**config.mk**
```make
export PLATFORM = sky130hd
export DESIGN_NAME = seg_scan_ctrl
export DESIGN_NICKNAME = d
export VERILOG_FILES = /design/src/rtl/seg_scan_ctrl.sv
export SDC_FILE = /design/constraint.sdc
export NUM_CORES = 1
export LEC_CHECK = 0
export BUFFER_PORTS_ARGS = -buffer_cell sky130_fd_sc_hd__buf_2
export CAP_MARGIN = 10
export CORE_MARGIN = 2
export CORE_UTILIZATION = 45
export DETAILED_ROUTE_END_ITERATION = 8
export SLEW_MARGIN = 40
export SYNTH_ARGS = -nofsm -noshare
export SYNTH_HDL_FRONTEND = slang
export SYNTH_SLANG_ARGS = --single-unit
```
**constraint.sdc**
```tcl
create_clock -name clk -period 3.45 [get_ports clk]
set_input_delay 0.345 -clock clk [delete_from_list [all_inputs] [get_ports clk]]
set_output_delay 0.345 -clock clk [all_outputs]
set_load 0.05 [all_outputs]
```
**src/rtl/seg_scan_ctrl.sv**
```systemverilog
`default_nettype none
// ============================================================================
//  Module   : seg_scan_ctrl
//  Purpose  : Time-multiplexed scan controller for a multi-digit common-anode
//             7-segment display. One shared hex decoder is fed through
//             hex_out while the active-low anodes select one digit per slot.
//             The displayed value is double-buffered and committed only when
//             the digit index wraps, so a frame never mixes old and new data.
//  Ports    : clk        - system clock, rising edge
//             rst        - asynchronous reset, active-high
//             data_in    - 4*NUM_DIGITS bits, nibble k drives digit k (0 = LSD)
//             load       - 1-cycle strobe, captures data_in into pending buffer
//             digit_en   - per-digit enable, 0 keeps that anode off
//             hex_out    - registered nibble for the segment decoder
//             an         - registered anode drive, active-low (1 = off)
//             frame_done - 1-cycle pulse in the first cycle of a new frame
//  Config   : SEG_LZB_EN - when defined, leading-zero blanking is enabled
//  Revision : 1.0 - initial release
// ============================================================================
module seg_scan_ctrl #(
    parameter int NUM_DIGITS = 4,
    parameter int SCAN_DIV   = 1000,
    parameter int BLANK_CYC  = 4
) (
    input  logic                    clk,
    input  logic                    rst,
    input  logic [4*NUM_DIGITS-1:0] data_in,
    input  logic                    load,
    input  logic [NUM_DIGITS-1:0]   digit_en,
    output logic [3:0]              hex_out,
    output logic [NUM_DIGITS-1:0]   an,
    output logic                    frame_done
);

    localparam int c_CNT_W = $clog2(SCAN_DIV);
    localparam int c_IDX_W = (NUM_DIGITS > 1) ? $clog2(NUM_DIGITS) : 1;

    localparam logic [0:0] c_BLANK = 1'b0;
    localparam logic [0:0] c_SHOW  = 1'b1;

    logic [c_CNT_W-1:0]      r_cnt;
    logic [c_IDX_W-1:0]      r_idx;
    logic [0:0]              r_state;
    logic [4*NUM_DIGITS-1:0] r_disp;
    logic [4*NUM_DIGITS-1:0] r_pend;
    logic                    r_pend_vld;
    logic [3:0]              r_hex;
    logic [NUM_DIGITS-1:0]   r_an;
    logic                    r_fd;

    logic                    w_slot_end;
    logic                    w_blank_end;
    logic                    w_last_idx;
    logic                    w_wrap;
    logic [c_CNT_W-1:0]      w_cnt_nxt;
    logic [c_IDX_W-1:0]      w_idx_nxt;
    logic [0:0]              w_state_nxt;
    logic [4*NUM_DIGITS-1:0] w_disp_nxt;
    logic [3:0]              w_hex_nxt;
    logic [NUM_DIGITS-1:0]   w_sel;
    logic [NUM_DIGITS-1:0]   w_vis;

    assign w_slot_end  = (r_cnt == c_CNT_W'(SCAN_DIV - 1));
    assign w_blank_end = (r_cnt == c_CNT_W'(BLANK_CYC - 1));
    assign w_last_idx  = (r_idx == c_IDX_W'(NUM_DIGITS - 1));
    assign w_wrap      = w_slot_end & w_last_idx;

    assign w_cnt_nxt = w_slot_end ? '0 : r_cnt + 1'b1;
    assign w_idx_nxt = !w_slot_end ? r_idx : (w_last_idx ? '0 : r_idx + 1'b1);

    always_comb begin
        w_state_nxt = r_state;
        if (r_state == c_BLANK && w_blank_end) begin
            w_state_nxt = c_SHOW;
        end else if (r_state == c_SHOW && w_slot_end) begin
            w_state_nxt = c_BLANK;
        end
    end

    // A load on the wrap edge itself bypasses the pending buffer.
    always_comb begin
        w_disp_nxt = r_disp;
        if (w_wrap) begin
            if (load) begin
                w_disp_nxt = data_in;
            end else if (r_pend_vld) begin
                w_disp_nxt = r_pend;
            end
        end
    end

    // hex_out is loaded from the post-commit display value so digit 0 of a
    // new frame already carries the freshly committed nibble.
    always_comb begin
        w_hex_nxt = 4'h0;
        w_sel     = '0;
        for (int k = 0; k < NUM_DIGITS; k++) begin
            if (w_idx_nxt == c_IDX_W'(k)) begin
                w_hex_nxt = w_disp_nxt[4*k +: 4];
                w_sel[k]  = 1'b1;
            end
        end
    end

`ifdef SEG_LZB_EN
    // Digit k (k > 0) is a leading zero when it and every more significant
    // nibble are zero; digit 0 is never blanked.
    logic [NUM_DIGITS-1:0] w_lz;

    always_comb begin
        logic l_run;
        w_lz  = '0;
        l_run = 1'b1;
        for (int k = NUM_DIGITS - 1; k >= 1; k--) begin
            l_run   = l_run & (r_disp[4*k +: 4] == 4'h0);
            w_lz[k] = l_run;
        end
    end

    assign w_vis = digit_en & ~w_lz;
`else
    assign w_vis = digit_en;
`endif

    always_ff @(posedge clk or posedge rst) begin
        if (rst) begin
            r_cnt      <= '0;
            r_idx      <= '0;
            r_state    <= c_BLANK;
            r_disp     <= '0;
            r_pend     <= '0;
            r_pend_vld <= 1'b0;
            r_hex      <= 4'h0;
            r_an       <= '1;
            r_fd       <= 1'b0;
        end else begin
            r_cnt   <= w_cnt_nxt;
            r_idx   <= w_idx_nxt;
            r_state <= w_state_nxt;
            r_disp  <= w_disp_nxt;
            r_hex   <= w_hex_nxt;
            r_fd    <= w_wrap;

            if (w_wrap) begin
                r_pend_vld <= 1'b0;
            end else if (load) begin
                r_pend     <= data_in;
                r_pend_vld <= 1'b1;
            end

            // Anodes follow the state being entered, so they switch on the
            // same edge as the state change.
            if (w_state_nxt == c_SHOW) begin
                r_an <= ~(w_sel & w_vis);
            end else begin
                r_an <= '1;
            end
        end
    end

    assign hex_out    = r_hex;
    assign an         = r_an;
    assign frame_done = r_fd;

endmodule
`default_nettype wire

```
Word-level counts from Yosys, hierarchy flattened
Cells that the tools add are included.
{"block": "classes", "reduce_logical": 5, "bitwise_logic": 5, "muxes": 19, "n_addsub": 2, "eq_ne": 6}
{"operator": "two-way mux 16 bit", "count": 3}
{"operator": "two-way mux 4 bit", "count": 5}
{"operator": "adder 10 x 1 -> 10 bit (second input constant)", "count": 1}
{"operator": "== test 10 bit (second input constant)", "count": 1}
{"operator": "== test 10 x 2 -> 1 bit (second input constant)", "count": 1}
{"operator": "two-way mux 10 bit", "count": 1}
{"operator": "two-way mux 1 bit", "count": 8}
{"operator": "== test 2 bit (second input constant)", "count": 3}
{"operator": "AND 4 bit", "count": 1}
{"operator": "two-way mux 2 bit", "count": 2}
{"operator": "NOT 4 bit", "count": 1}
{"operator": "adder 2 x 1 -> 2 bit (second input constant)", "count": 1}
{"operator": "== test 2 x 1 -> 1 bit (second input constant)", "count": 1}
{"operator": "logical AND 1 bit", "count": 2}
{"operator": "logical NOT 2 bit", "count": 1}
{"operator": "NOT 1 bit", "count": 2}
{"operator": "AND reduction 2 bit", "count": 1}
{"operator": "nonzero test 2 bit", "count": 1}
{"operator": "AND 1 bit", "count": 1}
{"block": "word_totals", "word_cells": 46, "in_bits": 23, "ff_bits": 55}

Depth between registers and ports, before layout
Gate-level depths: netlist (run 1).
{"block": "logic_depth", "word_depth": 8, "ltp_mapped": 8, "ltp_nobuf": 7}

Least setup slack after synthesis (run 1)
Ideal clock, no wire load.
{"block": "synth_timing", "path_type": "flip-flop to flip-flop", "from": "register r_cnt[0]", "to": "register r_hex[0], in the netlist hex_out[0]", "slack_ps": 1065, "path_buffers": 0, "synth_period_minus_slack_ps": 2385, "t_arrival_ps": 2237, "setup_ps": 148, "path_stages_with_launch": 8, "path_cell_list": "dfrtp_1 -> ha_1 -> or3b_4 -> nor3_4 -> mux2i_1 -> clkinv_4 -> mux2i_1 -> mux2i_1"}
{"block": "synth_via", "elab_chain_len": 7}
{"element": "start, declared", "line_no": "41", "rtl": "logic [c_CNT_W-1:0] r_cnt;"}
{"element": "start signal, assigned", "line_no": "137", "rtl": "r_cnt <= w_cnt_nxt;"}
{"element": "== test 10 bit (*)", "line_no": "63", "rtl": "assign w_slot_end = (r_cnt == c_CNT_W'(SCAN_DIV - 1));"}
{"element": "two-way mux 2 bit (*)", "line_no": "69", "rtl": "assign w_idx_nxt = !w_slot_end ? r_idx : (w_last_idx ? '0 : r_idx + 1'b1);"}
{"element": "net w_idx_nxt[1]", "line_no": "56", "rtl": "logic [c_IDX_W-1:0] w_idx_nxt;"}
{"element": "logical NOT 2 bit", "line_no": "98", "rtl": "if (w_idx_nxt == c_IDX_W'(k)) begin"}
{"element": "two-way mux 4 bit (3 in a row)", "line_no": "98"}
{"element": "two-way mux 4 bit (*)", "line_no": "98"}
{"element": "net w_hex_nxt[0]", "line_no": "59", "rtl": "logic [3:0] w_hex_nxt;"}
{"element": "end signal, assigned", "line_no": "141", "rtl": "r_hex <= w_hex_nxt;"}
{"element": "end, declared", "line_no": "47", "rtl": "logic [3:0] r_hex;"}
Mark *: on every way through the listed nets, which the timed path passes. The rest lies on a longest branch.
A chain may end at the register's enable or synchronous reset.

Worst setup path after layout (run 1)
{"block": "layout_timing", "from": "register r_cnt[0]", "to": "register r_hex[2], in the netlist hex_out[2]"}
The elaborated chain is that of the path after synthesis.

==> reports/qor.yml, run 1 <==
timing:
  relSlewSlack_pct: 46.00
  timing.final.ws_setup_ns: 0.7431
  fin_crit_ns: 2.707
  worst_pin_slew_ns: 0.7874
  fmax_mhz: 369.4
  hold_viol: 0
  fin_setup_tns_ns: 0
  rsz0062_at_grt: "no"
  drv_slew: 0
  min_period_over_period_pct: 78.46
  setup_violations: 0
  finClkSkew_ns: 0.006240
clock_tree:
  hold_buffers: 0
  ctsHtreeMaxLevel: 2
  clockRootBuffer: "clkbuf_8"
  cts_resized: 0
  cts_tree: "built"
  cts_buffers: 5
  cts_setup_buffers: 0
  clock_latency_ns: 0.30
  clock_path_buffers: 2
  clock-sinks: 55
  clk_pin_slew_ns: 0.10
synthesis:
  synth-async-reset-ratio_pct: 100.0
  ys_seq_elements: 55
  yosys-top-cells-area: "dfrtp_1 (53%), mux2_2 (9.3%), mux2i_1 (7.4%)"
  yosys.area.top_type: "dfrtp_1"
  synth_seq_area_share_pct: 57.00
  synth-main-ff-cell: "dfrtp_1"
  postSynthAreaPerCell_um2: 12.30
  synth_warnings: 0
  synth_enable_flop_cells: 0
  netlist.area_leader.share_pct: 52.66
  netlist_area_um2: 2424
  netlist_instances: 197
  yosysUniqueCellTypes: 33
  synth_fp_nets: 222
placed_design:
  hpwl_mm: 3.438
  io_buffers: 31
  dp.cells: 291
  gp_congestion: 0.8613
  dp_slack_ns: 0.7351
critical_path:
  start_kind: "flip-flop"
  startpoint: "r_cnt[0]"
  timing.critical_path.to_type: "flip-flop"
  critPathKind: "reg -> reg"
  crit_slowest_cell: "mux2i_1"
  r2r_setup_slack_ns: 0.74
  cp_data_arrival_time_ns: 2.87
  r2r_start: "r_cnt[0]"
  required_ns: 3.61
  cp_common_cell: "mux2i_1"
  crit_fanout: 10
  slowest_delay_ns: 0.54
  crit_path_cell_trace: "ha_1, or3b_4, nor3_4, mux2i_1, clkinv_4, mux2i_1, mux2i_1"
  r2r-end: "hex_out[2]"
  crit_end: "hex_out[2]"
  rr_worst_depth: 7
run_status:
  status: "finished clean"
power_and_ir_drop:
  ir_drop_v: 0.0002658
  combPwrFrac_pct: 6.7
  p_leak_uw: 0.001353
  power_density_nw_per_um2: 424.9
  clkPwrFrac_pct: 35.8
  switching_share_pct: 21.71
  internal_power_uw: 916.5
  p_switching_uw: 254.1
  p_seq_share_pct: 57.5
  power.total_uw: 1171
finish:
  syn_to_final_growth_pct: 13.68
  diodes: 0
  fill_cells: 493
  final_nets: 253
  drive_gt1_share_pct: 30.13
  multi_input_area_um2: 969.7
  seqCellArea_um2: 1381
  instances_no_fill: 299
floorplan:
  die_area_um2: 5988
  start_util_pct: 47.15
  fp.dieW_um: 77.39
  core-area_um2: 5140
  dieHeight_um: 77.39
  num_io_pins: 32
  row_count: 26
global_routing:
  grt_pass1_vias: 1684
  overflow: 0
  grt.total_usage_pct: 17.57
  antenna_found_initial: 0
  grt_start_max_net_pins: 56
  grt_pass1_wl_mm: 8.197
detailed_routing:
  route.detailed.drc: 0
  via_per_inst: 5.462
  wl_per_cell_um: 16.01
  detail-route-antenna-nets: 0
  wl_mm: 4.786
  route.vias.total: 1633
  firstDrtPassIters: 4
  drt_iter0_drc: 102
min_path:
  hp-class: "in -> async"
flow_run:
  maxCapViolations: 0
-- registers in the layout (all words and copies together), names as in the netlist --
register / flops
an: 4
frame_done: 1
hex_out: 4
r_cnt: 10
r_disp: 16
r_idx: 2
r_pend: 16
r_pend_vld: 1
r_state: 1
-- logic make-up after synthesis --
kind of cell	after synthesis	synth area share (%)
muxes	38	16.73
AOI/OAI and AO/OA	32	9.138
and+or+nand+nor	46	10.58
DFF	55	57.00
adders and majority gates	2	1.032
xor gates and xnor gates	7	2.530
buffers and inverters	17	2.994
-- cell usage after synthesis, types with 2 or more instances --
cell,n
a22oi_1,4
a2bb2oi_1,8
and3_1,5
buf_2,3
clkbuf_1,4
dfrtp_1,51
dfstp_2,4
ha_1,2
inv_1,8
mux2_2,20
mux2i_1,18
nand2_1,7
nand3_1,6
nand4_1,6
nor2_1,12
nor3_1,2
o21ai_0,5
o22ai_1,12
xnor2_1,2
xor2_1,5
-- area by class of cell --
type / count / area share [%]
Sequential cell: 55 / 50.14
Multi-Input combinational cell: 125 / 35.20
Tap cell: 70 / 3.179
Clock inverter: 3 / 1.589
Clock buffer: 5 / 2.498
Timing Repair Buffer: 32 / 5.904
Inverter: 9 / 1.499
-- how the worst min path moves through the flow --
| stage | from | end | slack, ns |
|---|---|---|---|
| 4_1_cts | rst | r_state | 0.15 |
| 6_report | rst | r_idx[0] | 0.13 |
| 3_5_place_dp | r_cnt[0] | r_cnt[0] | 0.48 |
| 2_1_floorplan | digit_en[0] | an[0] | 0.42 |
| 3_3_place_gp | r_cnt[0] | r_cnt[0] | 0.47 |
| 5_1_grt | digit_en[2] | an[2] | 0.17 |
-- stage by stage --
stage | area, µm² | hold WS, ns | util (%)
after floorplan | 2424 | 0.4182 | -
after global placement | 2640 | 0.4683 | 51.36
after detailed placement | 2643 | 0.4845 | 51.41
after CTS | 2755 | 0.1537 | 53.60
after global routing | 2755 | 0.1749 | 53.60
final | 2755 | 0.1337 | 53.60
-- power by group through the flow --
stage	Combinational (µW)	Clock (µW)	Sequential, µW
finish	78.1	419	674
global route	88.1	461	676
CTS	79.7	435	674
detailed placement	79.6	0	686
global placement	76.3	0	685
floorplan	51.4	0	685
-- routing by layer --
metal	track usage (%)	wire length [µm]	vias to the layer above	part of all wire, %
met3	3.837	149	6	3.1
met2	29.91	2470	32	52
met1	23.02	2107	818	44
met5	0	0	-	0
li1	-	-	777	-
met4	4.286	59	0	1.2
-- layout by cell type, fill, tap and decap left out, types with 7 or more instances in the layout --
master     synthesis  final
o22ai_1           12     12
inv_1              8      7
dfrtp_1           51     51
a2bb2oi_1          8      8
mux2_2            20     20
nor2_1            12     12
nand2_1            7      7
buf_2              3     31
mux2i_1           18     18
-- worst max-delay path: cells and delay by family, from the launching register on --
kind,cells,cell delay (ns)
and+or+nand+nor,2,0.85
muxes,3,0.85
DFF,1,0.40
adders and majority gates,1,0.23
buffers and inverters,1,0.23
No activity file was read; power rests on OpenSTA's default activity.
==> inputs of run 2 (changes only) <==
--- a/config.mk
+++ b/config.mk
@@ -10,6 +10,7 @@
 export CORE_MARGIN = 2
 export CORE_UTILIZATION = 45
 export DETAILED_ROUTE_END_ITERATION = 8
+export PLACE_DENSITY = 0.67
 export SLEW_MARGIN = 40
 export SYNTH_ARGS = -nofsm -noshare
 export SYNTH_HDL_FRONTEND = slang
==> constraint.sdc (replaced) <==
create_clock -name clk -period 2.3 [get_ports clk]
set_input_delay 0.23 -clock clk [delete_from_list [all_inputs] [get_ports clk]]
set_output_delay 0.23 -clock clk [all_outputs]
set_load 0.05 [all_outputs]
==> reports/qor.yml, run 2 (same netlist as run 1, synthesis figures left out) <==
critical_path:
  r2r_start: "r_cnt[0]"
  required_ns: 2.53
  crit_slowest_cell: "or3b_4"
  cp_data_arrival_time_ns: 2.39
  r2r_setup_slack_ns: 0.14
  critPathKind: "reg -> reg"
  start_kind: "flip-flop"
  slowest_delay_ns: 0.43
  timing.critical_path.to_type: "flip-flop"
  startpoint: "r_cnt[0]"
  crit_path_cell_trace: "ha_1, or3b_4, nor3_4, buf_4, mux2i_1, buf_4, mux2i_1"
  r2r-end: "hex_out[1]"
  rr_worst_depth: 7
  crit_fanout: 9
floorplan:
  core-area_um2: 5140
  dieHeight_um: 77.39
  row_count: 26
  die_area_um2: 5988
  num_io_pins: 32
  fp.dieW_um: 77.39
  start_util_pct: 47.15
timing:
  timing.final.ws_setup_ns: 0.1424
  setup_violations: 0
  worst_pin_slew_ns: 0.3932
  fmax_mhz: 463.5
  drv_slew: 0
  fin_setup_tns_ns: 0
  min_period_over_period_pct: 93.81
  hold_viol: 0
  fin_crit_ns: 2.158
  finClkSkew_ns: 0.007403
  relSlewSlack_pct: 73.78
global_routing:
  antenna_found_initial: 0
  grt_start_max_net_pins: 21
  grt.total_usage_pct: 17.16
  overflow: 0
  grt_pass1_wl_mm: 7.935
  grt_pass1_vias: 1621
finish:
  layout_commonest_cell: "dfrtp_1"
  reg_top3: "r_disp x16, r_pend x16, r_cnt x10"
  fill_cells: 468
  syn_to_final_growth_pct: 17.04
  final_nets: 264
  fin_area_um2: 2836
  drive_gt1_share_pct: 32.92
  diodes: 0
  layout.cells.most_common_list: "dfrtp_1 (51), buf_2 (31), mux2_2 (20), mux2i_1 (17)"
  instances_no_fill: 310
  final_util_pct: 55.18
clock_tree:
  ctsHtreeMaxLevel: 2
  clock_latency_ns: 0.31
  clk_pin_slew_ns: 0.09
  clockRootBuffer: "clkbuf_8"
  clock-sinks: 55
  cts_buffers: 5
  clock_path_buffers: 2
  cts_tree: "built"
  cts_setup_buffers: 0
detailed_routing:
  drt_iter0_drc: 123
  firstDrtPassIters: 4
  detail-route-antenna-nets: 0
  route.detailed.drc: 0
  wl_per_cell_um: 15.13
  route.vias.total: 1651
  wl_mm: 4.691
  via_per_inst: 5.326
min_path:
  hold_end: "an[1]"
  hp-start: "digit_en[1]"
  hp-class: "in -> reg"
  worstHoldPathCells: 2
placed_design:
  io_buffers: 31
  hpwl_mm: 3.372
  gp_congestion: 0.8155
  dp.cells: 301
  dp_slack_ns: 0.1337
  placed_cell_area_um2: 2731
power_and_ir_drop:
  power_density_nw_per_um2: 578.7
  p_leak_uw: 0.001403
  ir_drop_v: 0.0003909
flow_run:
  maxCapViolations: 0
run_status:
  status: "finished clean"
[run 2: cell types whose count changed in the layout (fill, tap and decap cells not counted), sizes merged]
cell	change
buf	+10
clkbuf	+2
dlygate4sd3	+1
clkinv	-2
[run 2: layout make-up]
type	count	area [µm²]	area share, %
Timing Repair Buffer	43	260.3	9.175
Inverter	9	47.55	1.676
Multi-Input combinational cell	125	978.4	34.49
Clock buffer	7	76.32	2.691
Sequential cell	55	1381	48.70
Clock inverter	1	5.005	0.1764
Tap cell	70	87.58	3.088
[run 2: stage by stage]
stage	total power [µW]	hold slack, ns
2_1_floorplan	1105	0.3032
3_3_place_gp	1149	0.2371
3_5_place_dp	1152	0.2419
4_1_cts	1661	0.06384
5_1_grt	1713	0.06883
6_report	1641	0.06517
[run 2: critical path: cells and delay by family, from the launching register on]
kind                     cells  cell delay, ns
multiplexers                 2            0.42
buffers and inverters        2            0.40
AND/OR/NAND/NOR              2            0.66
flip-flops                   1            0.40
adder cells (fa/ha/maj)      1            0.21
[run 2: power breakdown]
part | switching (µW) | internal, µW
registers | 13.2 | 996
clock network | 295 | 214
logic | 63.6 | 59.3
total | 372 | 1270
[run 2: worst max path at each step]
stage | slack [ns] | cells past startpoint | endpoint
6_report | 0.14 | 7 | hex_out[1]
5_1_grt | -0.008 | 7 | hex_out[3]
4_1_cts | 0.10 | 7 | hex_out[3]
3_5_place_dp | 0.13 | 7 | hex_out[3]
3_3_place_gp | 0.18 | 7 | hex_out[3]
2_1_floorplan | 0.01 | 7 | hex_out[0]
[run 2: layer usage]
| layer | wire length (µm) | global-route usage [%] | vias up | part of all wire [%] |
|---|---|---|---|---|
| li1 | - | - | 799 | - |
| met5 | 0 | 0 | - | 0 |
| met2 | 2172 | 26.26 | 31 | 46 |
| met3 | 175 | 3.953 | 8 | 3.7 |
| met1 | 2265 | 23.86 | 813 | 48 |
| met4 | 78 | 6.607 | 0 | 1.7 |
[run 2: repair_timing]
action                                  4_1_cts  5_1_grt
endpoints found under the setup margin        0       17
hold endpoints to repair                     15        0
hold buffers                                  1        0
resized for setup                             0        2
==> inputs of run 3 (changes only) <==
--- a/config.mk
+++ b/config.mk
@@ -5,12 +5,13 @@
 export SDC_FILE = /design/constraint.sdc
 export NUM_CORES = 1
 export LEC_CHECK = 0
+export ABC_AREA = 1
 export BUFFER_PORTS_ARGS = -buffer_cell sky130_fd_sc_hd__buf_2
 export CAP_MARGIN = 10
 export CORE_MARGIN = 2
 export CORE_UTILIZATION = 45
 export DETAILED_ROUTE_END_ITERATION = 8
-export PLACE_DENSITY = 0.67
+export PLACE_DENSITY = 0.66
 export SLEW_MARGIN = 40
 export SYNTH_ARGS = -nofsm -noshare
 export SYNTH_HDL_FRONTEND = slang
==> reports/qor.yml, run 3 <==
run_status:
  status: "finished clean"
placed_design:
  hpwl_mm: 4.446
  placed_cell_area_um2: 3074
  io_buffers: 31
  gp_congestion: 0.8805
  dp.cells: 461
power_and_ir_drop:
  internal_power_uw: 1281
  p_switching_uw: 388.2
  p_leak_uw: 0.001575
  switching_share_pct: 23.25
  ir_drop_v: 0.0002621
  p_seq_share_pct: 60.4
  clkPwrFrac_pct: 31.7
  power_density_nw_per_um2: 526.3
  combPwrFrac_pct: 8.0
finish:
  final_util_pct: 50.82
  diodes: 0
  layout.cells.most_common_list: "nand2_1 (161), dfrtp_1 (51), nand3_1 (35), buf_2 (31), inv_1 (17)"
  instances_no_fill: 469
  layout_commonest_cell: "nand2_1"
  syn_to_final_growth_pct: 10.80
  fin_area_um2: 3172
  final_nets: 417
  drive_gt1_share_pct: 20.66
  reg_top3: "r_disp x16, r_pend x16, r_cnt x10"
critical_path:
  start_kind: "flip-flop"
  required_ns: 2.55
  critPathKind: "reg -> reg"
  cp_common_cell: "nand2_1"
  cp_data_arrival_time_ns: 2.20
  worst-path-buf-inv: 2
  rr_worst_depth: 8
  critPathTopFamily: "simple AND/OR/NAND/NOR gates"
  cp_num_cells: 8
  crit_fanout: 12
  crit_slowest_cell: "dfrtp_1"
  timing.critical_path.to_type: "flip-flop"
  slowest_delay_ns: 0.39
  crit_path_cell_trace: "ha_1, inv_1, nor2_2, nand4_4, nand2_1, buf_4, nand2_1, nand2_1"
detailed_routing:
  wl_mm: 6.163
  route.vias.total: 2369
  via_per_inst: 5.051
  drt_iter0_drc: 221
  wl_per_cell_um: 13.14
  route.detailed.drc: 0
  detail-route-antenna-nets: 0
  firstDrtPassIters: 4
synthesis:
  yosysMostFrequentCell: "nand2_1"
  synth-async-reset-ratio_pct: 100.0
  yosysUniqueCellTypes: 29
  synth_warnings: 0
  netlist_instances: 361
  synth_commonest_cells: "nand2_1 (161), dfrtp_1 (51), nand3_1 (35), inv_1 (18)"
  postSynthAreaPerCell_um2: 7.930
  synth-main-ff-cell: "dfrtp_1"
  synth_enable_flop_cells: 0
  yosys-top-cells-area: "dfrtp_1 (45%), nand2_1 (21%), nand3_1 (6.1%)"
  netlist_area_um2: 2863
  ys_seq_elements: 55
  netlist.area_leader.share_pct: 44.58
  synth_fp_nets: 386
  yosys.area.top_type: "dfrtp_1"
  synth_seq_area_share_pct: 48.25
clock_tree:
  cts_buffers: 5
  clk_pin_slew_ns: 0.09
  cts_tree: "built"
  hold_buffers: 1
  cts_resized: 0
  ctsHtreeMaxLevel: 2
  clock_path_buffers: 2
  clock-sinks: 55
  cts_setup_buffers: 0
  clock_latency_ns: 0.30
  clockRootBuffer: "clkbuf_8"
floorplan:
  fp.dieW_um: 83.76
  core-area_um2: 6241
  dieHeight_um: 83.76
  start_util_pct: 45.87
  die_area_um2: 7016
  num_io_pins: 32
  row_count: 29
global_routing:
  overflow: 0
  grt.total_usage_pct: 18.89
  grt_pass1_vias: 2262
  grt_start_max_net_pins: 30
  antenna_found_initial: 0
  grt_pass1_wl_mm: 10.66
timing:
  fmax_mhz: 513.6
  finClkSkew_ns: 0.01056
  fin_crit_ns: 1.947
  min_period_over_period_pct: 84.65
  hold_viol: 0
  worst_pin_slew_ns: 0.5911
  setup_violations: 0
  timing.hold.ws_ns: 0.07686
  drv_slew: 0
  fin_setup_tns_ns: 0
  rsz0062_at_grt: "no"
  relSlewSlack_pct: 60.54
min_path:
  hp-class: "in -> reg"
  worstHoldPathCells: 2
flow_run:
  maxCapViolations: 0
run 3: cell count changes after synthesis, sizes merged, moves of 4 or more:
cell     change
nor2        +11
a22oi        -4
clkbuf       -4
nand2      +164
inv         +16
mux2i       -18
buf          +9
a2bb2oi      -8
nand4        +4
nand3       +31
and3         -5
mux2        -20
o21ai        +7
o22ai       -12
run 3: through the flow:
step / total power (µW) / setup WS, ns
6_report: 1669 / 0.3531
5_1_grt: 1761 / 0.1560
4_1_cts: 1692 / 0.3428
3_5_place_dp: 1160 / 0.3682
3_3_place_gp: 1158 / 0.4105
2_1_floorplan: 1111 / 0.7337
run 3: kinds of logic (layout without fill, tap and decap cells):
family                   count (synthesis)  in the layout  synth area share (%)
AO/OA/AOI/OAI                           16             16                 2.928
buffers and inverters                   37             68                 6.293
adder cells (fa/ha/maj)                  2              2                0.8740
XOR/XNOR                                 2              2                0.6120
flip-flops                              55             55                 48.25
AND/OR/NAND/NOR                        249            249                 41.04
run 3: final cells by class:
class                           count  area [µm²]
Inverter                           24       90.09
Timing Repair Buffer               37       215.2
Tap cell                           77       96.34
Clock buffer                        6       82.58
Fill cell                         610        3069
Clock inverter                      1       5.005
Multi-Input combinational cell    269        1301
Sequential cell                    55        1381
run 3: worst paths after layout:
path / startpoint / to / slack, ns
worst max-delay path: r_cnt[1] / r_pend[14] / 0.35
worst min register to register: r_pend[1] / r_pend[1] / 0.49
min in group asynchronous: rst / r_pend[6] / 0.53
max in group asynchronous: rst / an[3] / 1.13
worst max register to register: r_cnt[1] / r_pend[14] / 0.35
worst min-delay path: digit_en[0] / an[0] / 0.08
run 3: power by group through the flow:
stage / combinational [µW] / clock (µW) / sequential (µW)
6_report: 133 / 529 / 1010
4_1_cts: 136 / 549 / 1010
3_5_place_dp: 134 / 0 / 1030
3_3_place_gp: 132 / 0 / 1030
5_1_grt: 155 / 595 / 1010
2_1_floorplan: 86.1 / 0 / 1030
run 3: layer usage:
metal | track usage (%) | routed length, µm | vias up
li1 | - | - | 1199
met5 | 0 | 0 | -
met3 | 3.956 | 240 | 8
met4 | 6.012 | 101 | 0
met1 | 24.76 | 2804 | 1110
met2 | 31.42 | 3018 | 52
